`src/rtl/anton_neopixel_stream_sequencer_pkg.sv`:
```
// Shared types and constants for the NeoPixel stream sequencer.
package anton_neopixel_stream_sequencer_pkg;

    localparam int BUFFER_END_DEFAULT  = 2047;
    localparam int RESET_DELAY_DEFAULT = 320;   // 50 us of latch time at 6.4 MHz
    localparam int PIXEL_BITS_RGB      = 24;
    localparam int PIXEL_BITS_RGBW     = 32;

    typedef enum logic [1:0] {
        STATE_IDLE     = 2'd0,
        STATE_TRANSMIT = 2'd1,
        STATE_RESET    = 2'd2
    } seqState_t;

    // Pixel format captured at frame start and held for the whole frame.
    typedef struct packed {
        logic rgbw;
        logic addr32;
    } frameCfg_t;

    // Index of the final bit of a pixel for the given format.
    function automatic logic [4:0] lastPixelBit(input logic rgbw);
        return rgbw ? 5'(PIXEL_BITS_RGBW - 1) : 5'(PIXEL_BITS_RGB - 1);
    endfunction

endpackage

```
`src/rtl/anton_neopixel_stream_sequencer_if.sv`:
```
// Register-file / serialiser side of the sequencer, grouped as one bundle.
interface anton_neopixel_stream_sequencer_if
    import anton_neopixel_stream_sequencer_pkg::*;
#(
    parameter int BUFFER_END    = BUFFER_END_DEFAULT,
    parameter int PATTERN_STEPS = 8
);
    localparam int BUFFER_BITS = $clog2(BUFFER_END + 1);
    localparam int PS_BITS     = $clog2(PATTERN_STEPS);

    logic                   regCtrlInit;
    logic                   regCtrlRun;
    logic                   regCtrlLoop;
    logic                   regCtrlLimit;
    logic                   regCtrl32bit;
    logic                   regCtrlRgbw;
    logic [12:0]            regMax;
    logic                   initSlow;
    logic                   initSlowDone;
    logic [PS_BITS-1:0]     bitPatternIndex;
    logic [4:0]             pixelBitIndex;
    logic [BUFFER_BITS-1:0] pixelIndex;
    logic [BUFFER_BITS-1:0] pixelIndexMax;
    logic [1:0]             state;
    logic                   streamOutput;
    logic                   streamReset;
    logic                   streamBitOf;
    logic                   streamPixelOf;
    logic                   streamSyncOf;
    logic                   frameDone;

    modport master (
        output regCtrlInit, regCtrlRun, regCtrlLoop, regCtrlLimit, regCtrl32bit,
               regCtrlRgbw, regMax, initSlow,
        input  initSlowDone, bitPatternIndex, pixelBitIndex, pixelIndex, pixelIndexMax,
               state, streamOutput, streamReset, streamBitOf, streamPixelOf,
               streamSyncOf, frameDone
    );

    modport slave (
        input  regCtrlInit, regCtrlRun, regCtrlLoop, regCtrlLimit, regCtrl32bit,
               regCtrlRgbw, regMax, initSlow,
        output initSlowDone, bitPatternIndex, pixelBitIndex, pixelIndex, pixelIndexMax,
               state, streamOutput, streamReset, streamBitOf, streamPixelOf,
               streamSyncOf, frameDone
    );
endinterface

```
`src/rtl/anton_neopixel_reset_timer.sv`:
```
// Latch (reset) delay counter: counts enabled cycles, strobes sync on the last one.
module anton_neopixel_reset_timer #(
    parameter int RESET_DELAY = 320
) (
    input  logic clk6_4mhz,
    input  logic rst,
    input  logic en,
    input  logic clr,
    output logic sync
);
    localparam int RD_BITS = $clog2(RESET_DELAY + 1);

    logic [RD_BITS-1:0] resetDelayCount;

    // A clear request suppresses the strobe so it cannot end a frame being aborted.
    assign sync = en && !clr && (resetDelayCount == RD_BITS'(RESET_DELAY));

    // Count while enabled, wrap to zero on sync, hold otherwise.
    always_ff @(posedge clk6_4mhz or posedge rst) begin
        if (rst)
            resetDelayCount <= '0;
        else if (clr || sync)
            resetDelayCount <= '0;
        else if (en)
            resetDelayCount <= resetDelayCount + RD_BITS'(1);
    end
endmodule

```
`src/rtl/anton_neopixel_stream_sequencer.sv`:
```
// NeoPixel stream sequencer: walks pattern steps, pixel bits and pixel addresses,
// then holds the line low for the latch delay. Supports one-shot/loop framing,
// RGB/RGBW pixels, pause/resume and per-frame configuration latching.
module anton_neopixel_stream_sequencer
    import anton_neopixel_stream_sequencer_pkg::*;
#(
    parameter int BUFFER_END    = BUFFER_END_DEFAULT,
    parameter int RESET_DELAY   = RESET_DELAY_DEFAULT,
    parameter int PATTERN_STEPS = 8
) (
    input logic clk6_4mhz,
    input logic rst,
    anton_neopixel_stream_sequencer_if.slave bus
);
    localparam int BUFFER_BITS = $clog2(BUFFER_END + 1);
    localparam int PS_BITS     = $clog2(PATTERN_STEPS);

    seqState_t              state;
    frameCfg_t              cfg;
    logic                   runPrev;
    logic [PS_BITS-1:0]     bitPatternIndex;
    logic [4:0]             pixelBitIndex;
    logic [BUFFER_BITS-1:0] pixelIndex;
    logic [BUFFER_BITS-1:0] pixelIndexMax;
    logic [BUFFER_BITS-1:0] maxNext;
    logic [BUFFER_BITS-1:0] idxEq;
    logic                   initSlowDone;
    logic                   frameDone;
    logic                   active, startOk, patternOf, lastBit, last;
    logic                   streamOutput, streamReset, streamBitOf, streamPixelOf, streamSyncOf;

    assign active       = bus.regCtrlRun && !bus.regCtrlInit;
    assign streamOutput = active && (state == STATE_TRANSMIT);
    assign streamReset  = active && (state == STATE_RESET);
    // Loop mode starts whenever active; one-shot needs a fresh Run rising edge.
    assign startOk      = active && (bus.regCtrlLoop || !runPrev);

    // Frame end address; an oversized software limit saturates at the buffer end.
    assign maxNext = !bus.regCtrlLimit                 ? BUFFER_BITS'(BUFFER_END) :
                     (bus.regMax > 13'(BUFFER_END))    ? BUFFER_BITS'(BUFFER_END) :
                                                         bus.regMax[BUFFER_BITS-1:0];

    // In 32-bit addressing a pixel spans four bytes, so compare its last byte.
    assign idxEq     = cfg.addr32 ? {pixelIndex[BUFFER_BITS-1:2], 2'b11} : pixelIndex;
    assign last      = idxEq >= pixelIndexMax;
    assign patternOf = bitPatternIndex == PS_BITS'(PATTERN_STEPS - 1);
    assign lastBit   = pixelBitIndex == lastPixelBit(cfg.rgbw);

    // initSlow overrides everything, so strobes are masked in its cycle.
    assign streamBitOf   = streamOutput && patternOf && lastBit && !bus.initSlow;
    assign streamPixelOf = streamBitOf && last;

    anton_neopixel_reset_timer #(.RESET_DELAY(RESET_DELAY)) uResetTimer (
        .clk6_4mhz (clk6_4mhz),
        .rst       (rst),
        .en        (streamReset),
        .clr       (bus.initSlow),
        .sync      (streamSyncOf)
    );

    // Sequencer FSM: counters advance only on active cycles, so a pause freezes everything.
    always_ff @(posedge clk6_4mhz or posedge rst) begin
        if (rst) begin
            state           <= STATE_IDLE;
            cfg             <= '0;
            runPrev         <= 1'b0;
            bitPatternIndex <= '0;
            pixelBitIndex   <= '0;
            pixelIndex      <= '0;
            pixelIndexMax   <= BUFFER_BITS'(BUFFER_END);
            initSlowDone    <= 1'b0;
            frameDone       <= 1'b0;
        end else begin
            runPrev      <= bus.regCtrlRun;
            initSlowDone <= bus.initSlow;
            frameDone    <= 1'b0;
            if (bus.initSlow) begin
                state           <= STATE_IDLE;
                bitPatternIndex <= '0;
                pixelBitIndex   <= '0;
                pixelIndex      <= '0;
            end else begin
                case (state)
                    STATE_IDLE: begin
                        if (startOk) begin
                            state         <= STATE_TRANSMIT;
                            cfg           <= '{rgbw: bus.regCtrlRgbw, addr32: bus.regCtrl32bit};
                            pixelIndexMax <= maxNext;
                        end
                    end
                    STATE_TRANSMIT: begin
                        if (streamOutput) begin
                            bitPatternIndex <= bitPatternIndex + PS_BITS'(1);
                            if (patternOf) begin
                                if (lastBit) begin
                                    pixelBitIndex <= '0;
                                    if (last) begin
                                        pixelIndex <= '0;
                                        state      <= STATE_RESET;
                                    end else begin
                                        pixelIndex <= pixelIndex +
                                            (cfg.addr32 ? BUFFER_BITS'(4) : BUFFER_BITS'(1));
                                    end
                                end else begin
                                    pixelBitIndex <= pixelBitIndex + 5'd1;
                                end
                            end
                        end
                    end
                    STATE_RESET: begin
                        if (streamSyncOf) begin
                            frameDone <= 1'b1;
                            if (bus.regCtrlLoop) begin
                                state         <= STATE_TRANSMIT;
                                cfg           <= '{rgbw: bus.regCtrlRgbw, addr32: bus.regCtrl32bit};
                                pixelIndexMax <= maxNext;
                            end else begin
                                state <= STATE_IDLE;
                            end
                        end
                    end
                    default: state <= STATE_IDLE;
                endcase
            end
        end
    end

    assign bus.state           = state;
    assign bus.bitPatternIndex = bitPatternIndex;
    assign bus.pixelBitIndex   = pixelBitIndex;
    assign bus.pixelIndex      = pixelIndex;
    assign bus.pixelIndexMax   = pixelIndexMax;
    assign bus.streamOutput    = streamOutput;
    assign bus.streamReset     = streamReset;
    assign bus.streamBitOf     = streamBitOf;
    assign bus.streamPixelOf   = streamPixelOf;
    assign bus.streamSyncOf    = streamSyncOf;
    assign bus.initSlowDone    = initSlowDone;
    assign bus.frameDone       = frameDone;
endmodule
```
`src/flat_wrapper.sv`:
```
// flat-port wrapper written by rule: the top's interface ports become plain ports
module anton_neopixel_stream_sequencer_flat import anton_neopixel_stream_sequencer_pkg::*;
#(
    parameter int BUFFER_END    = BUFFER_END_DEFAULT,
    parameter int RESET_DELAY   = RESET_DELAY_DEFAULT,
    parameter int PATTERN_STEPS = 8
)
  (clk6_4mhz, rst, bus_regCtrlInit, bus_regCtrlRun, bus_regCtrlLoop, bus_regCtrlLimit, bus_regCtrl32bit, bus_regCtrlRgbw, bus_regMax, bus_initSlow, bus_initSlowDone, bus_bitPatternIndex, bus_pixelBitIndex, bus_pixelIndex, bus_pixelIndexMax, bus_state, bus_streamOutput, bus_streamReset, bus_streamBitOf, bus_streamPixelOf, bus_streamSyncOf, bus_frameDone);
  anton_neopixel_stream_sequencer_if #(.BUFFER_END(BUFFER_END), .PATTERN_STEPS(PATTERN_STEPS)) bus_i ();
  input logic clk6_4mhz;
  input logic rst;
  input wire logic [$bits(bus_i.regCtrlInit)-1:0] bus_regCtrlInit;
  input wire logic [$bits(bus_i.regCtrlRun)-1:0] bus_regCtrlRun;
  input wire logic [$bits(bus_i.regCtrlLoop)-1:0] bus_regCtrlLoop;
  input wire logic [$bits(bus_i.regCtrlLimit)-1:0] bus_regCtrlLimit;
  input wire logic [$bits(bus_i.regCtrl32bit)-1:0] bus_regCtrl32bit;
  input wire logic [$bits(bus_i.regCtrlRgbw)-1:0] bus_regCtrlRgbw;
  input wire logic [$bits(bus_i.regMax)-1:0] bus_regMax;
  input wire logic [$bits(bus_i.initSlow)-1:0] bus_initSlow;
  output wire logic [$bits(bus_i.initSlowDone)-1:0] bus_initSlowDone;
  output wire logic [$bits(bus_i.bitPatternIndex)-1:0] bus_bitPatternIndex;
  output wire logic [$bits(bus_i.pixelBitIndex)-1:0] bus_pixelBitIndex;
  output wire logic [$bits(bus_i.pixelIndex)-1:0] bus_pixelIndex;
  output wire logic [$bits(bus_i.pixelIndexMax)-1:0] bus_pixelIndexMax;
  output wire logic [$bits(bus_i.state)-1:0] bus_state;
  output wire logic [$bits(bus_i.streamOutput)-1:0] bus_streamOutput;
  output wire logic [$bits(bus_i.streamReset)-1:0] bus_streamReset;
  output wire logic [$bits(bus_i.streamBitOf)-1:0] bus_streamBitOf;
  output wire logic [$bits(bus_i.streamPixelOf)-1:0] bus_streamPixelOf;
  output wire logic [$bits(bus_i.streamSyncOf)-1:0] bus_streamSyncOf;
  output wire logic [$bits(bus_i.frameDone)-1:0] bus_frameDone;
  assign bus_i.regCtrlInit = bus_regCtrlInit;
  assign bus_i.regCtrlRun = bus_regCtrlRun;
  assign bus_i.regCtrlLoop = bus_regCtrlLoop;
  assign bus_i.regCtrlLimit = bus_regCtrlLimit;
  assign bus_i.regCtrl32bit = bus_regCtrl32bit;
  assign bus_i.regCtrlRgbw = bus_regCtrlRgbw;
  assign bus_i.regMax = bus_regMax;
  assign bus_i.initSlow = bus_initSlow;
  assign bus_initSlowDone = bus_i.initSlowDone;
  assign bus_bitPatternIndex = bus_i.bitPatternIndex;
  assign bus_pixelBitIndex = bus_i.pixelBitIndex;
  assign bus_pixelIndex = bus_i.pixelIndex;
  assign bus_pixelIndexMax = bus_i.pixelIndexMax;
  assign bus_state = bus_i.state;
  assign bus_streamOutput = bus_i.streamOutput;
  assign bus_streamReset = bus_i.streamReset;
  assign bus_streamBitOf = bus_i.streamBitOf;
  assign bus_streamPixelOf = bus_i.streamPixelOf;
  assign bus_streamSyncOf = bus_i.streamSyncOf;
  assign bus_frameDone = bus_i.frameDone;
  anton_neopixel_stream_sequencer #(.BUFFER_END(BUFFER_END), .RESET_DELAY(RESET_DELAY), .PATTERN_STEPS(PATTERN_STEPS)) u_core (.clk6_4mhz(clk6_4mhz), .rst(rst), .bus(bus_i));
endmodule
```
`config.mk`:
```
export PLATFORM = sky130hd
export DESIGN_NAME = anton_neopixel_stream_sequencer_flat
export DESIGN_NICKNAME = d
export VERILOG_FILES = /design/src/rtl/anton_neopixel_stream_sequencer_pkg.sv /design/src/rtl/anton_neopixel_stream_sequencer_if.sv /design/src/rtl/anton_neopixel_reset_timer.sv /design/src/rtl/anton_neopixel_stream_sequencer.sv /design/src/flat_wrapper.sv
export SDC_FILE = /design/constraint.sdc
export NUM_CORES = 1
export LEC_CHECK = 0
export ABC_AREA = 0
export BUFFER_PORTS_ARGS = -buffer_cell sky130_fd_sc_hd__buf_2
export CAP_MARGIN = 20
export CELL_PAD_IN_SITES_DETAIL_PLACEMENT = 2
export CELL_PAD_IN_SITES_GLOBAL_PLACEMENT = 2
export CORE_UTILIZATION = 30
export DETAILED_ROUTE_END_ITERATION = 7
export PLACE_DENSITY = 0.81
export SLEW_MARGIN = 10
export SYNTH_ARGS = -nofsm -noshare
export SYNTH_HDL_FRONTEND = slang
export SYNTH_SLANG_ARGS = --single-unit
```
`constraint.sdc`:
```
create_clock -name clk6_4mhz -period 2.3 [get_ports clk6_4mhz]
set_clock_uncertainty 0.2 [all_clocks]
set_input_delay 0.23 -clock clk6_4mhz [delete_from_list [all_inputs] [get_ports clk6_4mhz]]
set_output_delay 0.23 -clock clk6_4mhz [all_outputs]
set_load 0.01 [all_outputs]
```
Word-level counts from Yosys, hierarchy flattened. Cells that the tools add are included. W data, S select, Z words.

Output and inout bits: 39. Input bits: 22. Bits in registers: 46. Logic and storage cells: 100.

Magnitude comparators: 2. Equal/unequal tests: 14. Muxes and demuxes: 41. Add/subtract/negate cells: 4. Reduce and logical (&&, ||, !) cells: 27. Bitwise operators: 1.

Operators with widths (count): $mux W11 (11); $mux W5 (5); $mux W2 (11); $pmux W11 S2 (1); $mux W9 (2); $ne A3 B2 Y1 const B (5); $gt A13 B11 Y1 const B (1); $mux W3 (4); $reduce_bool A2 Y1 (6); $add A11 B3 Y11 (1); $ge A11 B11 Y1 (1); $logic_and A1 B1 Y1 (10); $add A9 B1 Y9 const B (1); $eq A9 B9 Y1 const B (1); $pmux W2 S3 (1); $reduce_and A6 Y1 (1); $add A5 B1 Y5 const B (1); $eq A5 B5 Y1 (1); $reduce_and A5 Y1 (1); $mux W1 (4); $mux W4 (1); $ne A2 B2 Y1 const B (2); $pmux W2 S2 (1); $reduce_and A4 Y1 (1); 12 further kinds (15).

Depth between registers and ports, before layout. Gate-level depths: netlist of run 1.

Depth in word-level cells: 8. Depth in mapped cells: 9. Gate-level depth less buffers: 8.

Hierarchy. From an unflattened synthesis of run 1, not the netlist that was laid out.

Cells, all modules: 268. Area total of the unflattened synthesis: 2605.0 µm².

By module, submodules not included: anton_neopixel_stream_sequencer (cells an instance 215, area an instance 2088.3 µm², sequential area each 939.7 µm², times used 1); anton_neopixel_reset_timer (cells an instance 53, area an instance 516.7 µm², sequential area each 225.2 µm², times used 1).

Worst setup path before layout of run 1. OpenSTA, ideal clock, no wires.

Kind: flip-flop to flip-flop. From: reg u_core.pixelIndexMax[9] (netlist: u_core.bus.pixelIndexMax[9]). To: reg u_core.pixelIndex[7] (netlist: u_core.bus.pixelIndex[7]). Path slack: 0.046 ns. Clock period less this slack: 2.254 ns. Setup time: 0.066 ns. Arrival time: 1.987 ns. Cell stages (with the launch flop): 8. Path buffers: 0. Required time: 2.034 ns. Cells stage by stage: dfstp_2 inv_1 ha_1 a21o_1 a21o_1 a211oi_1 a31o_2 a22o_1.

Word-level cells in the longest chain between the ends: 7.

RTL lines: from (decl) (line anton_neopixel_stream_sequencer.sv:24) `logic [BUFFER_BITS-1:0] pixelIndexMax;`; from (signal assigned) (line anton_neopixel_stream_sequencer.sv:70) `pixelIndexMax <= BUFFER_BITS'(BUFFER_END);`; from (signal assigned) (line anton_neopixel_stream_sequencer.sv:88) `pixelIndexMax <= maxNext;`; from (signal assigned) (line anton_neopixel_stream_sequencer.sv:116) `pixelIndexMax <= maxNext;`; $ge A11 B11 Y1 (line anton_neopixel_stream_sequencer.sv:45) `assign last = idxEq >= pixelIndexMax;`; $mux W11 (line anton_neopixel_stream_sequencer.sv:97) `if (last) begin`; $mux W11 (line anton_neopixel_stream_sequencer.sv:95) `if (lastBit) begin`; $mux W11 (line anton_neopixel_stream_sequencer.sv:94) `if (patternOf) begin`; $mux W11 (line anton_neopixel_stream_sequencer.sv:92) `if (streamOutput) begin`; $mux W11 (line anton_neopixel_stream_sequencer.sv:83) `case (state)`; $mux W11 (line anton_neopixel_stream_sequencer.sv:77) `if (bus.initSlow) begin`; to (signal assigned) (line anton_neopixel_stream_sequencer.sv:101) `pixelIndex <= pixelIndex +`; to (decl) (line anton_neopixel_stream_sequencer.sv:23) `logic [BUFFER_BITS-1:0] pixelIndex;`.

Every way passes these cells. The select of a mux whose other input is x is not followed. A chain may end at the register's enable or synchronous reset.

Worst setup path after layout of run 1.
From: reg u_core.pixelIndexMax[9] (netlist: u_core.bus.pixelIndexMax[9]). To: out bus_streamPixelOf.

Word-level cells in the longest chain between the ends: 2.

RTL lines: $ge A11 B11 Y1 (line anton_neopixel_stream_sequencer.sv:45); $logic_and A1 B1 Y1 (line anton_neopixel_stream_sequencer.sv:51) `assign streamPixelOf = streamBitOf && last;`; to (decl) (line flat_wrapper.sv:29) `output wire logic [$bits(bus_i.streamPixelOf)-1:0] bus_streamPixelOf;`.

Every way passes these cells.

==> run_results.csv, run 1 <==
group,metric,value,unit
synthesis,yosysSeqAreaShare,42.78,%
clock_network,cts_made_buffers,5,
die,initial_utilization,31.07,%
final_layout,final_cell_area,4014,um2
worst_setup_path,timing.reg2reg.worst_path_depth,9,
timing,tightest_slew,0.5196,ns
die,std_cell_rows,34,
detailed_routing,detail_route.wl_per_cell,23.30,um
timing,rsz0062_at_grt,"true",
timing,timing.hold.ws,-0.01251,ns
clock_network,cts_htree_levels,2,
power_and_ir_drop,ir_drop,0.2362,mV
synthesis,synth_area,2723,um2
worst_setup_path,critical-path-slowest-cell,"sky130_fd_sc_hd__dfstp_2",
synthesis,ys.flop_type,"sky130_fd_sc_hd__dfrtp_1",
placement,io_buffer_count,60,
worst_hold_path,hp-start,"bus_regMax[8]",
final_layout,layout.nets,425,
worst_setup_path,cp_common_cell,"sky130_fd_sc_hd__nand3_4",
synthesis,synth-seq-cells,46,
worst_hold_path,whs_path_depth,3,
timing,max_freq,397.2,MHz
detailed_routing,remaining_drc_errors,0,
synthesis,share_of_yosys_cell_area_claimed_by_the_top_area_cell_type,32.17,%
global_route,grt_max_degree,47,
detailed_routing,routed_wl,11460,um
worst_setup_path,cp_cell_sequence,"inv_2 > ha_4 > nand3_4 > nor3_4 > nand3_4 > nand3_2 > and2_4 > buf_6",
synthesis,synth_warnings,0,
placement,placed_cells_incl_taps,461,
timing,worst_slew_margin_rel,65.30,%
placement,place.gp.congestion,0.7672,
synthesis,post_synth.cell_area_avg,10.20,um2
power_and_ir_drop,power_per_cell_area,440.8,nW/um2
synthesis,yosys-mux-area-fraction,6.020,%
worst_hold_path,hold_path.class,"in2reg",
power_and_ir_drop,leakagePower,0.001981,uW
timing,period_share,109.5,%
synthesis,yosys-top-cells-area,"sky130_fd_sc_hd__dfrtp_1 (32%), sky130_fd_sc_hd__dfstp_2 (11%), sky130_fd_sc_hd__ha_1 (9.2%), sky130_fd_sc_hd__mux2i_1 (4.8%), sky130_fd_sc_hd__nor2_1 (3.9%)",
synthesis,synth_edf_count,0,
detailed_routing,via_count,2602,
worst_setup_path,endpoint_kind,"output port",
final_layout,layout_area_growth_over_synthesis,47.43,%
worst_setup_path,critical_path_required,1.87,ns
timing,final_min_period,2.518,ns
worst_setup_path,critPathMaxFanout,2,
worst_setup_path,critPathKind,"reg2out",
synthesis,synth_cell_type_count,54,
global_route,number_of_global_route_vias_before_repair,2927,
timing,fin_setup_tns,-1.592,ns
final_layout,fin_cells,492,
synthesis,synthSimpleGateAreaFrac,20.86,%
clock_network,worst_setup_hold_path_clk_slew,0.10,ns
timing,setup_viol,13,
placement,dpl_worst_slack,-0.3018,ns
synthesis,synthesis.nets,309,
final_layout,utilization,45.80,%
status,outcome,"complete, but fails checks",
synthesis,netlist_top_cells_count,"sky130_fd_sc_hd__dfrtp_1 (35), sky130_fd_sc_hd__nor2_1 (28), sky130_fd_sc_hd__ha_1 (20)",
die,die_height,97.27,um
timing,final.setup.worst_slack,-0.2179,ns
detailed_routing,antenna_violating_nets_post_route,0,
synthesis,synthAdderAreaFrac,9.191,%
die,ioPinCount,61,
global_route,global_route.usage.total,20.98,%
final_layout,drive_gt1_share,51.30,%
flow_run,drv.max_cap_violation_count,0,
clock_network,worst_skew_pair.late_latency,0.31,ns
timing,hold_viol_final,1,
synthesis,netlist.top_cell.by_area,"sky130_fd_sc_hd__dfrtp_1",
detailed_routing,via_per_inst,5.289,
die,core_region_area,8763,um2
worst_setup_path,worst_setup_path_startpoint,"u_core.bus.pixelIndexMax[9]$_DFFE_PP1P_",
clock_network,tritoncts_clock_tree,"built",
placement,placed_cell_area,3359,um2
die,die_width,97.27,um
detailed_routing,drt_pass1_iterations,4,
global_route,grt_antenna_before_repair,0,
global_route,grt_pass1_wl,15610,um
synthesis,largest_family_of_logic_cells_by_synthesized_area,"simple AND/OR/NAND/NOR gates",
synthesis,synth_xor_xnor_area_share,4.182,%
synthesis,netlist_instances,267,
worst_setup_path,timing.rr.start,"u_core.bus.pixelIndexMax[9]$_DFFE_PP1P_",
final_layout,n_antenna_cell,0,
worst_setup_path,cp_data_arrival_time,2.09,ns
clock_network,tritoncts_num_sinks,46,
clock_network,cts_buffer_depth,2,
synthesis,post-synth-top-count-cell,"sky130_fd_sc_hd__dfrtp_1",
synthesis,ys_async_sr_fraction,100.0,%
clock_network,clockRootBuffer,"sky130_fd_sc_hd__clkbuf_8",
worst_setup_path,slowest_delay,0.57,ns
global_route,gr-total-overflow,0,
synthesis,synth_compound_gate_area_share,11.76,%
detailed_routing,drt-initial-drc-count,98,
placement,post-dp-hpwl,6110,um
worst_setup_path,start_kind,"flip-flop",
die,floorplan.die_area,9460,um2
timing,maxSlewViolCount,0,
status,violations_in_the_final_reports,"negative hold slack, negative setup slack",
-- cell usage in the layout (no fill, tap or decap), types with 11 or more instances in the layout --
master                    netlist  final
sky130_fd_sc_hd__nand2_1       19     15
sky130_fd_sc_hd__dfstp_2       11     11
sky130_fd_sc_hd__dfrtp_1       35     33
sky130_fd_sc_hd__nor2b_1       12     11
sky130_fd_sc_hd__buf_2          1     58
sky130_fd_sc_hd__ha_1          20     11
sky130_fd_sc_hd__nor2_1        28     25
sky130_fd_sc_hd__mux2i_1       13     12
sky130_fd_sc_hd__buf_4          0     46
sky130_fd_sc_hd__inv_1         18     12
-- timing repair --
item	4_1_cts	5_1_grt
buffers inserted	7	10
gates cloned	0	0
setup endpoints to repair	20	25
gates resized for setup	37	36
hold buffers	7	0
hold endpoints to repair	41	0
pin swaps	13	12
-- metal layers --
| layer | up-vias | global-route usage [%] | share of wire (%) |
|---|---|---|---|
| li1 | 1168 | - | - |
| met1 | 1319 | 24.30 | 42 |
| met2 | 79 | 37.70 | 51 |
| met3 | 36 | 3.597 | 3.3 |
| met4 | 0 | 9.502 | 3.8 |
| met5 | - | 0 | 0 |
-- area by class of cell --
cell class	count	area, um2
Multi-Input combinational cell	194	1757
Clock buffer	7	86.33
Inverter	18	67.56
Timing Repair Buffer	118	795.8
Clock inverter	1	5.005
Fill cell	908	4750
Sequential cell	46	1167
Tap cell	108	135.1
-- stage by stage --
step / power (uW) / hold slack, ns
2_1_floorplan: 1026 / 0.06143
3_3_place_gp: 1119 / 0.09615
3_5_place_dp: 1137 / 0.09753
4_1_cts: 1712 / 0.001343
5_1_grt: 1835 / 0.005025
6_report: 1769 / -0.01251
-- path summary, 6_finish.rpt --
kind / to / slack, ns
max reg2reg: u_core.bus.pixelIndex[5]$_DFFE_PP0P_ / -0.20
max: bus_streamPixelOf / -0.22
max in group asynchronous: u_core.bus.pixelIndexMax[0]$_DFFE_PP1P_ / 1.30
min reg2reg: u_core.bus.pixelIndexMax[8]$_DFFE_PP1P_ / 0.32
min in group asynchronous: u_core.bus.pixelIndex[7]$_DFFE_PP0P_ / 0.30
min: u_core.bus.pixelIndexMax[8]$_DFFE_PP1P_ / -0.01
-- critical path: cells and delay by family, from the launching register on --
kind / cells / cell delay, ns
buffers and inverters: 2 / 0.15
adder cells (fa/ha/maj): 1 / 0.28
AND/OR/NAND/NOR: 5 / 0.76
flip-flops: 1 / 0.57
-- kinds of logic after synthesis --
| logic type | Yosys count |
|---|---|
| buffers and inverters | 27 |
| multiplexers | 16 |
| adder cells (fa/ha/maj) | 20 |
| flip-flops | 46 |
| XOR/XNOR | 13 |
| AO/OA/AOI/OAI | 43 |
| AND/OR/NAND/NOR | 102 |
-- flip-flops by register name, summed over array words and instances, names as in the netlist --
register / count
u_core.uResetTimer.resetDelayCount: 9
u_core.bus.initSlowDone: 1
u_core.bus.state: 2
u_core.bus.pixelIndexMax: 11
u_core.cfg: 2
u_core.runPrev: 1
u_core.bus.pixelBitIndex: 5
u_core.bus.frameDone: 1
u_core.bus.pixelIndex: 11
u_core.bus.bitPatternIndex: 3
-- report_power, final --
part	switching, uW	internal, uW	total, uW	leakage (uW)
combinational	181	162	344	0.00134
sequential	25.5	849	874	0.000592
clock	308	244	551	0.0000482
total	515	1250	1770	0.00198
No activity file was read; power rests on OpenSTA's default activity.
==> run 2: changes to the inputs <==
--- a/config.mk
+++ b/config.mk
@@ -5,12 +5,12 @@
 export SDC_FILE = /design/constraint.sdc
 export NUM_CORES = 1
 export LEC_CHECK = 0
-export ABC_AREA = 0
+export ABC_AREA = 1
 export BUFFER_PORTS_ARGS = -buffer_cell sky130_fd_sc_hd__buf_2
 export CAP_MARGIN = 20
 export CELL_PAD_IN_SITES_DETAIL_PLACEMENT = 2
 export CELL_PAD_IN_SITES_GLOBAL_PLACEMENT = 2
-export CORE_UTILIZATION = 30
+export CORE_UTILIZATION = 28
 export DETAILED_ROUTE_END_ITERATION = 7
 export PLACE_DENSITY = 0.81
 export SLEW_MARGIN = 10
==> run 2 against run 1 <==
Against the previous run: hold slack gained 0.00071 ns; flip-flop and latch count is the same; global-route usage grew 0.45 points; the run still ends with negative hold slack, negative setup slack left; synthesized area grew 7.3%.
==> run_results.csv, run 2 <==
group,metric,value,unit
synthesis,yosysSeqAreaShare,39.87,%
placement,placed_cells_incl_taps,564,
placement,dpl_worst_slack,-0.08499,ns
timing,final.setup.worst_slack,-0.2104,ns
timing,setup_viol,2,
final_layout,final.fill_count,1148,
timing,tightest_slew,0.6190,ns
placement,placed_cell_area,3423,um2
worst_setup_path,endpoint_kind,"output port",
final_layout,reg_top3,"u_core.bus.pixelIndexMax: 11 flops, u_core.bus.pixelIndex: 11 flops, u_core.uResetTimer.resetDelayCount: 9 flops",
worst_hold_path,hold_path.class,"in2reg",
global_route,grt_antenna_before_repair,0,
clock_network,worst_skew_pair.late_latency,0.31,ns
timing,rsz0062_at_grt,"true",
timing,max_freq,398.3,MHz
timing,hold_viol_final,2,
synthesis,synthSimpleGateAreaFrac,29.42,%
worst_setup_path,cp_data_arrival_time,2.08,ns
clock_network,tritoncts_num_sinks,46,
final_layout,utilization,39.67,%
power_and_ir_drop,power_per_cell_area,743.5,nW/um2
synthesis,synthAdderAreaFrac,8.565,%
placement,io_buffer_count,60,
die,floorplan.die_area,10850,um2
detailed_routing,via_per_inst,4.901,
die,ioPinCount,61,
placement,post-dp-hpwl,7157,um
synthesis,netlist_top_cells_count,"sky130_fd_sc_hd__nand2_1 (76), sky130_fd_sc_hd__inv_1 (54), sky130_fd_sc_hd__dfrtp_1 (35)",
timing,timing.hold.ws,-0.01180,ns
clock_network,clockRootBuffer,"sky130_fd_sc_hd__clkbuf_8",
final_layout,fin_cells,595,
worst_setup_path,critPathTopFamily,"simple AND/OR/NAND/NOR gates",
die,core_region_area,9955,um2
clock_network,worst_setup_hold_path_clk_slew,0.10,ns
global_route,grt_max_degree,26,
timing,final_min_period,2.510,ns
synthesis,synth_edf_count,0,
global_route,global_route.usage.total,21.43,%
detailed_routing,detail_route.wl_per_cell,18.75,um
synthesis,netlist.top_cell.by_area,"sky130_fd_sc_hd__dfrtp_1",
power_and_ir_drop,leakagePower,0.002033,uW
die,die_width,104.1,um
synthesis,yosys-mux-area-fraction,0,%
clock_network,cts_htree_levels,2,
synthesis,largest_family_of_logic_cells_by_synthesized_area,"simple AND/OR/NAND/NOR gates",
synthesis,post-synth-top-count-cell,"sky130_fd_sc_hd__nand2_1",
synthesis,netlist_instances,368,
worst_setup_path,critPathMaxFanout,2,
synthesis,synth_compound_gate_area_share,10.24,%
clock_network,cts_made_buffers,5,
timing,maxSlewViolCount,0,
status,violations_in_the_final_reports,"negative hold slack, negative setup slack",
synthesis,synth_warnings,0,
final_layout,final_cell_area,3949,um2
worst_setup_path,critical_path_required,1.87,ns
global_route,grt_pass1_wl,18210,um
detailed_routing,remaining_drc_errors,0,
detailed_routing,drt_pass1_iterations,4,
worst_setup_path,start_kind,"flip-flop",
worst_setup_path,critPathKind,"reg2out",
synthesis,post_synth.cell_area_avg,7.939,um2
detailed_routing,antenna_violating_nets_post_route,0,
synthesis,synth_xor_xnor_area_share,2.398,%
worst_setup_path,critical-path-slowest-cell,"sky130_fd_sc_hd__dfrtp_1",
flow_run,drv.max_cap_violation_count,0,
timing,period_share,109.1,%
synthesis,share_of_yosys_cell_area_claimed_by_the_top_area_cell_type,29.98,%
synthesis,ys.flop_type,"sky130_fd_sc_hd__dfrtp_1",
worst_setup_path,cp_cell_sequence,"inv_1 > nand2_1 > ha_1 > nand3_1 > nand2_2 > nand3_1 > nand2_2 > nor2_4 > nor2_4 > nand2_2 > inv_2 > buf_6",
final_layout,layout.cells.most_common,"sky130_fd_sc_hd__nand2_1",
power_and_ir_drop,ir_drop,0.3503,mV
timing,worst_slew_margin_rel,58.67,%
synthesis,synth-seq-cells,46,
worst_setup_path,cp_common_cell,"sky130_fd_sc_hd__nand2_2",
die,die_height,104.1,um
synthesis,ys_async_sr_fraction,100.0,%
detailed_routing,drt-initial-drc-count,96,
final_layout,n_antenna_cell,0,
global_route,number_of_global_route_vias_before_repair,3413,
die,initial_utilization,29.35,%
clock_network,tritoncts_clock_tree,"built",
detailed_routing,via_count,2916,
status,outcome,"complete, but fails checks",
worst_setup_path,buf_inv_stages_crit_path,3,
final_layout,drive_gt1_share,37.45,%
detailed_routing,routed_wl,11160,um
synthesis,synth_area,2922,um2
global_route,gr-total-overflow,0,
placement,place.gp.congestion,0.7809,
clock_network,cts_buffer_depth,2,
synthesis,synth_cell_type_count,30,
worst_setup_path,slowest_delay,0.41,ns
final_layout,layout_area_growth_over_synthesis,35.16,%
synthesis,yosys-top-cells-area,"sky130_fd_sc_hd__dfrtp_1 (30%), sky130_fd_sc_hd__dfstp_2 (9.9%), sky130_fd_sc_hd__nand2_1 (9.8%), sky130_fd_sc_hd__ha_1 (8.6%), sky130_fd_sc_hd__inv_1 (6.9%)",
final_layout,leading_cell_types_in_the_layout_fill_and_taps_excluded,"sky130_fd_sc_hd__nand2_1 (64), sky130_fd_sc_hd__buf_2 (59), sky130_fd_sc_hd__inv_1 (43)",
power_and_ir_drop,power.total,2936,uW
synthesis,synthesis.nets,410,
die,std_cell_rows,36,
final_layout,layout.nets,503,
run 2: worst paths after layout:
| kind | cells after the start | from | end | slack, ns |
|---|---|---|---|---|
| setup / recovery | 12 | u_core.bus.pixelIndex[1]$_DFFE_PP0P_ | bus_streamPixelOf | -0.21 |
| hold / removal | 3 | bus_regMax[6] | u_core.bus.pixelIndexMax[6]$_DFFE_PP1P_ | -0.01 |
| setup reg to reg | 11 | u_core.bus.pixelIndex[1]$_DFFE_PP0P_ | u_core.bus.pixelIndex[3]$_DFFE_PP0P_ | -0.01 |
| hold reg to reg | 2 | u_core.bus.pixelIndexMax[5]$_DFFE_PP1P_ | u_core.bus.pixelIndexMax[5]$_DFFE_PP1P_ | 0.31 |
| max in group asynchronous | 4 | rst | u_core.bus.pixelBitIndex[3]$_DFFE_PP0P_ | 1.00 |
| min in group asynchronous | 3 | rst | u_core.bus.bitPatternIndex[1]$_DFFE_PP0P_ | 0.33 |
run 2: layer usage:
| layer | track usage (%) | vias to the layer above | share of wire, % |
|---|---|---|---|
| li1 | - | 1383 | - |
| met1 | 25.34 | 1463 | 42 |
| met2 | 39.86 | 54 | 54 |
| met3 | 2.381 | 16 | 1.9 |
| met4 | 7.347 | 0 | 2.2 |
| met5 | 0 | - | 0 |
run 2: layout make-up:
class	count	area, um2	share of cell area [%]
tap	133	166.4	4.214
clock inverter	1	7.507	0.1901
timing repair buffer	95	609.3	15.43
multi-input combinational	257	1714	43.41
inverter	56	210.2	5.323
sequential	46	1165	29.50
clock buffer	7	76.32	1.933
run 2: repair_timing:
item	4_1_cts	5_1_grt
hold buffers	11	0
hold endpoints to repair	23	0
setup endpoints to repair	3	12
setup buffers	10	2
gates cloned	0	0
pin swaps	15	12
gates resized for setup	33	22
run 2: worst register-to-register path, cell delays in order, from the launching register on:
cell and delay, ns:
sky130_fd_sc_hd__dfrtp_1 0.41, sky130_fd_sc_hd__inv_1 0.10, sky130_fd_sc_hd__nand2_1 0.09, sky130_fd_sc_hd__ha_1 0.32, sky130_fd_sc_hd__nand3_1 0.13, sky130_fd_sc_hd__nand2_2 0.08, sky130_fd_sc_hd__nand3_1 0.09, sky130_fd_sc_hd__nand2_2 0.08
sky130_fd_sc_hd__nor2_4 0.14, sky130_fd_sc_hd__buf_4 0.16, sky130_fd_sc_hd__nand2_1 0.19, sky130_fd_sc_hd__a21oi_2 0.23
run 2: metrics by stage:
stage | hold slack (ns) | TNS (ns)
floorplan | 0.06143 | 0
global placement | 0.1180 | -0.002236
detailed placement | 0.1314 | -0.08499
CTS | 0.003570 | -0.2100
global route | -0.0005327 | -1.357
finish | -0.01180 | -0.2222
run 2: cell families after synthesis:
logic type,after synthesis
AO/OA/AOI/OAI,49
flip-flops,46
adder cells (fa/ha/maj),20
XOR/XNOR,8
buffers and inverters,65
AND/OR/NAND/NOR,180
run 2: power breakdown:
group	internal, uW	switching, uW
clock network	216	311
registers	1010	116
logic	558	728
==> run 3: changes to the inputs <==
--- a/config.mk
+++ b/config.mk
@@ -6,13 +6,15 @@
 export NUM_CORES = 1
 export LEC_CHECK = 0
 export ABC_AREA = 1
+export ABC_CLOCK_PERIOD_IN_PS = 2300
 export BUFFER_PORTS_ARGS = -buffer_cell sky130_fd_sc_hd__buf_2
 export CAP_MARGIN = 20
-export CELL_PAD_IN_SITES_DETAIL_PLACEMENT = 2
+export CELL_PAD_IN_SITES_DETAIL_PLACEMENT = 0
 export CELL_PAD_IN_SITES_GLOBAL_PLACEMENT = 2
 export CORE_UTILIZATION = 28
 export DETAILED_ROUTE_END_ITERATION = 7
 export PLACE_DENSITY = 0.81
+export RECOVER_POWER = 100
 export SLEW_MARGIN = 10
 export SYNTH_ARGS = -nofsm -noshare
 export SYNTH_HDL_FRONTEND = slang
==> run 3 against run 2 <==
Against the previous run: the run ends with negative setup slack left; core utilization down 2.1 points; register-to-register slack better by 0.11 ns; sequential power about the same; power down 12%; hold slack better by 0.019 ns.
==> run_results.csv, run 3 (same netlist as run 2, synthesis figures left out) <==
group,metric,value,unit
final_layout,multi_input_area,1579,um2
final_layout,register_area,1165,um2
final_layout,drive_gt1_share,25.00,%
worst_setup_path,critPathKind,"reg2out",
clock_network,tritoncts_num_sinks,46,
final_layout,utilization,37.53,%
timing,final_min_period,2.397,ns
final_layout,layout_area_growth_over_synthesis,27.88,%
timing,max_freq,417.2,MHz
die,core_region_area,9955,um2
global_route,gr-total-overflow,0,
placement,placed_cell_area,3423,um2
detailed_routing,antenna_violating_nets_post_route,0,
global_route,grt_pass1_wl,12080,um
global_route,global_route.usage.total,13.88,%
clock_network,clockRootBuffer,"sky130_fd_sc_hd__clkbuf_8",
clock_network,cts_made_buffers,5,
placement,place.gp.congestion,0.7809,
worst_setup_path,endpoint_kind,"output port",
worst_setup_path,start_kind,"flip-flop",
die,die_height,104.1,um
detailed_routing,routed_wl,7185,um
timing,rsz0062_at_grt,"true",
placement,post-dp-hpwl,5465,um
clock_network,cts_buffer_depth,2,
die,std_cell_rows,36,
timing,maxSlewViolCount,0,
timing,hold_viol_final,0,
die,initial_utilization,29.35,%
worst_hold_path,hold_path.class,"in2reg",
timing,period_share,104.2,%
timing,tightest_slew,0.9790,ns
detailed_routing,via_per_inst,4.457,
power_and_ir_drop,share_comb_of_total_power,37.9,%
power_and_ir_drop,ir_drop,0.3253,mV
die,die_width,104.1,um
power_and_ir_drop,power_per_cell_area,691.8,nW/um2
power_and_ir_drop,power_frac_seq,42.7,%
final_layout,final_cell_area,3736,um2
placement,placed_cells_incl_taps,564,
final_layout,leading_cell_types_in_the_layout_fill_and_taps_excluded,"sky130_fd_sc_hd__nand2_1 (74), sky130_fd_sc_hd__inv_1 (47), sky130_fd_sc_hd__buf_2 (39)",
clock_network,worst_setup_hold_path_clk_slew,0.09,ns
worst_setup_path,critical_path_required,1.87,ns
power_and_ir_drop,internal-power,1658,uW
final_layout,n_antenna_cell,0,
placement,io_buffer_count,60,
detailed_routing,drt-initial-drc-count,122,
detailed_routing,via_count,2643,
timing,setup_viol,1,
detailed_routing,remaining_drc_errors,0,
final_layout,layout.cells.most_common,"sky130_fd_sc_hd__nand2_1",
status,violations_in_the_final_reports,"negative setup slack",
placement,dpl_worst_slack,0.01006,ns
power_and_ir_drop,switching_share,35.84,%
status,outcome,"complete, but fails checks",
final_layout,fin_cells,593,
die,floorplan.die_area,10850,um2
die,ioPinCount,61,
detailed_routing,drt_pass1_iterations,4,
global_route,grt_max_degree,26,
clock_network,tritoncts_clock_tree,"built",
global_route,grt_antenna_before_repair,0,
timing,final.setup.worst_slack,-0.09667,ns
worst_setup_path,cp_data_arrival_time,1.97,ns
final_layout,final.fill_count,1042,
clock_network,cts_htree_levels,2,
power_and_ir_drop,p_clk_share,19.3,%
timing,worst_slew_margin_rel,34.66,%
power_and_ir_drop,leakagePower,0.001866,uW
worst_setup_path,critPathMaxFanout,2,
global_route,number_of_global_route_vias_before_repair,2430,
clock_network,worst_skew_pair.late_latency,0.30,ns
timing,timing.hold.ws,0.007307,ns
detailed_routing,detail_route.wl_per_cell,12.12,um
final_layout,reg_top3,"u_core.bus.pixelIndexMax: 11 flops, u_core.bus.pixelIndex: 11 flops, u_core.uResetTimer.resetDelayCount: 9 flops",
flow_run,drv.max_cap_violation_count,0,
power_and_ir_drop,switching_power,926.4,uW
final_layout,layout.nets,501,
run 3: cell count changes in the layout (fill, tap and decap cells not counted), sizes merged:
| cell | before | now |
|---|---|---|
| buf | 84 | 50 |
| clkinv | 0 | 2 |
| clkinvlp | 1 | 0 |
| dlygate4sd3 | 11 | 13 |
| clkbuf | 7 | 36 |
run 3: per-stage QoR:
step                       TNS [ns]  total power (uW)
after global placement    -0.002236              1860
after CTS                   -0.1732              2640
final                      -0.09667              2585
after global routing         -2.369              2784
after detailed placement          0              1878
after floorplan                   0              1647
run 3: power groups by stage:
stage | Combinational (uW) | Sequential, uW | Clock [uW]
after floorplan | 472 | 1180 | 0
final | 980 | 1100 | 500
after CTS | 999 | 1110 | 531
after detailed placement | 745 | 1130 | 0
after global placement | 736 | 1120 | 0
after global routing | 1090 | 1130 | 564
run 3: layout make-up:
class	count	share of cell area, %
inverters	56	5.626
well taps	133	4.454
repair buffers	93	14.17
flip-flops and latches	46	31.18
multi-input cells	257	42.26
clock buffers	6	1.942
clock inverters	2	0.3684
run 3: critical path: stages, from the launching register on:
cell and delay (ns):
sky130_fd_sc_hd__dfstp_2 0.54, sky130_fd_sc_hd__inv_1 0.04, sky130_fd_sc_hd__ha_1 0.29, sky130_fd_sc_hd__nand2_2 0.09
sky130_fd_sc_hd__inv_1 0.04, sky130_fd_sc_hd__a21oi_1 0.13, sky130_fd_sc_hd__o21ai_1 0.09, sky130_fd_sc_hd__nor2_2 0.16
sky130_fd_sc_hd__nor2_2 0.07, sky130_fd_sc_hd__nand2_2 0.08, sky130_fd_sc_hd__inv_2 0.04, sky130_fd_sc_hd__buf_6 0.11
run 3: per-layer routing:
| metal | share of wire, % | vias up | global-route usage, % |
|---|---|---|---|
| li1 | - | 1380 | - |
| met1 | 51 | 1215 | 18.62 |
| met2 | 46 | 42 | 22.81 |
| met3 | 2.6 | 6 | 2.569 |
| met4 | 1.0 | 0 | 3.673 |
| met5 | 0 | - | 0 |
run 3: worst paths after layout:
| check | to | cells past startpoint | from | slack [ns] |
|---|---|---|---|---|
| worst min register to register | u_core.bus.pixelIndexMax[6]$_DFFE_PP1P_ | 2 | u_core.bus.pixelIndexMax[6]$_DFFE_PP1P_ | 0.31 |
| worst max register to register | u_core.bus.pixelIndexMax[5]$_DFFE_PP1P_ | 8 | u_core.bus.state[0]$_DFFE_PP0P_ | 0.10 |
| max in group asynchronous | u_core.bus.pixelBitIndex[2]$_DFFE_PP0P_ | 4 | rst | 0.31 |
| worst min-delay path | u_core.bus.pixelIndexMax[6]$_DFFE_PP1P_ | 3 | bus_regMax[6] | 0.007 |
| worst max-delay path | bus_streamPixelOf | 11 | u_core.bus.pixelIndexMax[9]$_DFFE_PP1P_ | -0.1 |
| min in group asynchronous | u_core.bus.bitPatternIndex[1]$_DFFE_PP0P_ | 3 | rst | 0.48 |
run 3: repair_timing:
| item | CTS | global route |
|---|---|---|
| setup endpoints to repair | 1 | 2 |
| setup buffers | 6 | 2 |
| pin swaps | 18 | 6 |
| hold buffers | 13 | 0 |
| gates resized for setup | 25 | 4 |
| endpoints found under the hold margin | 25 | 0 |
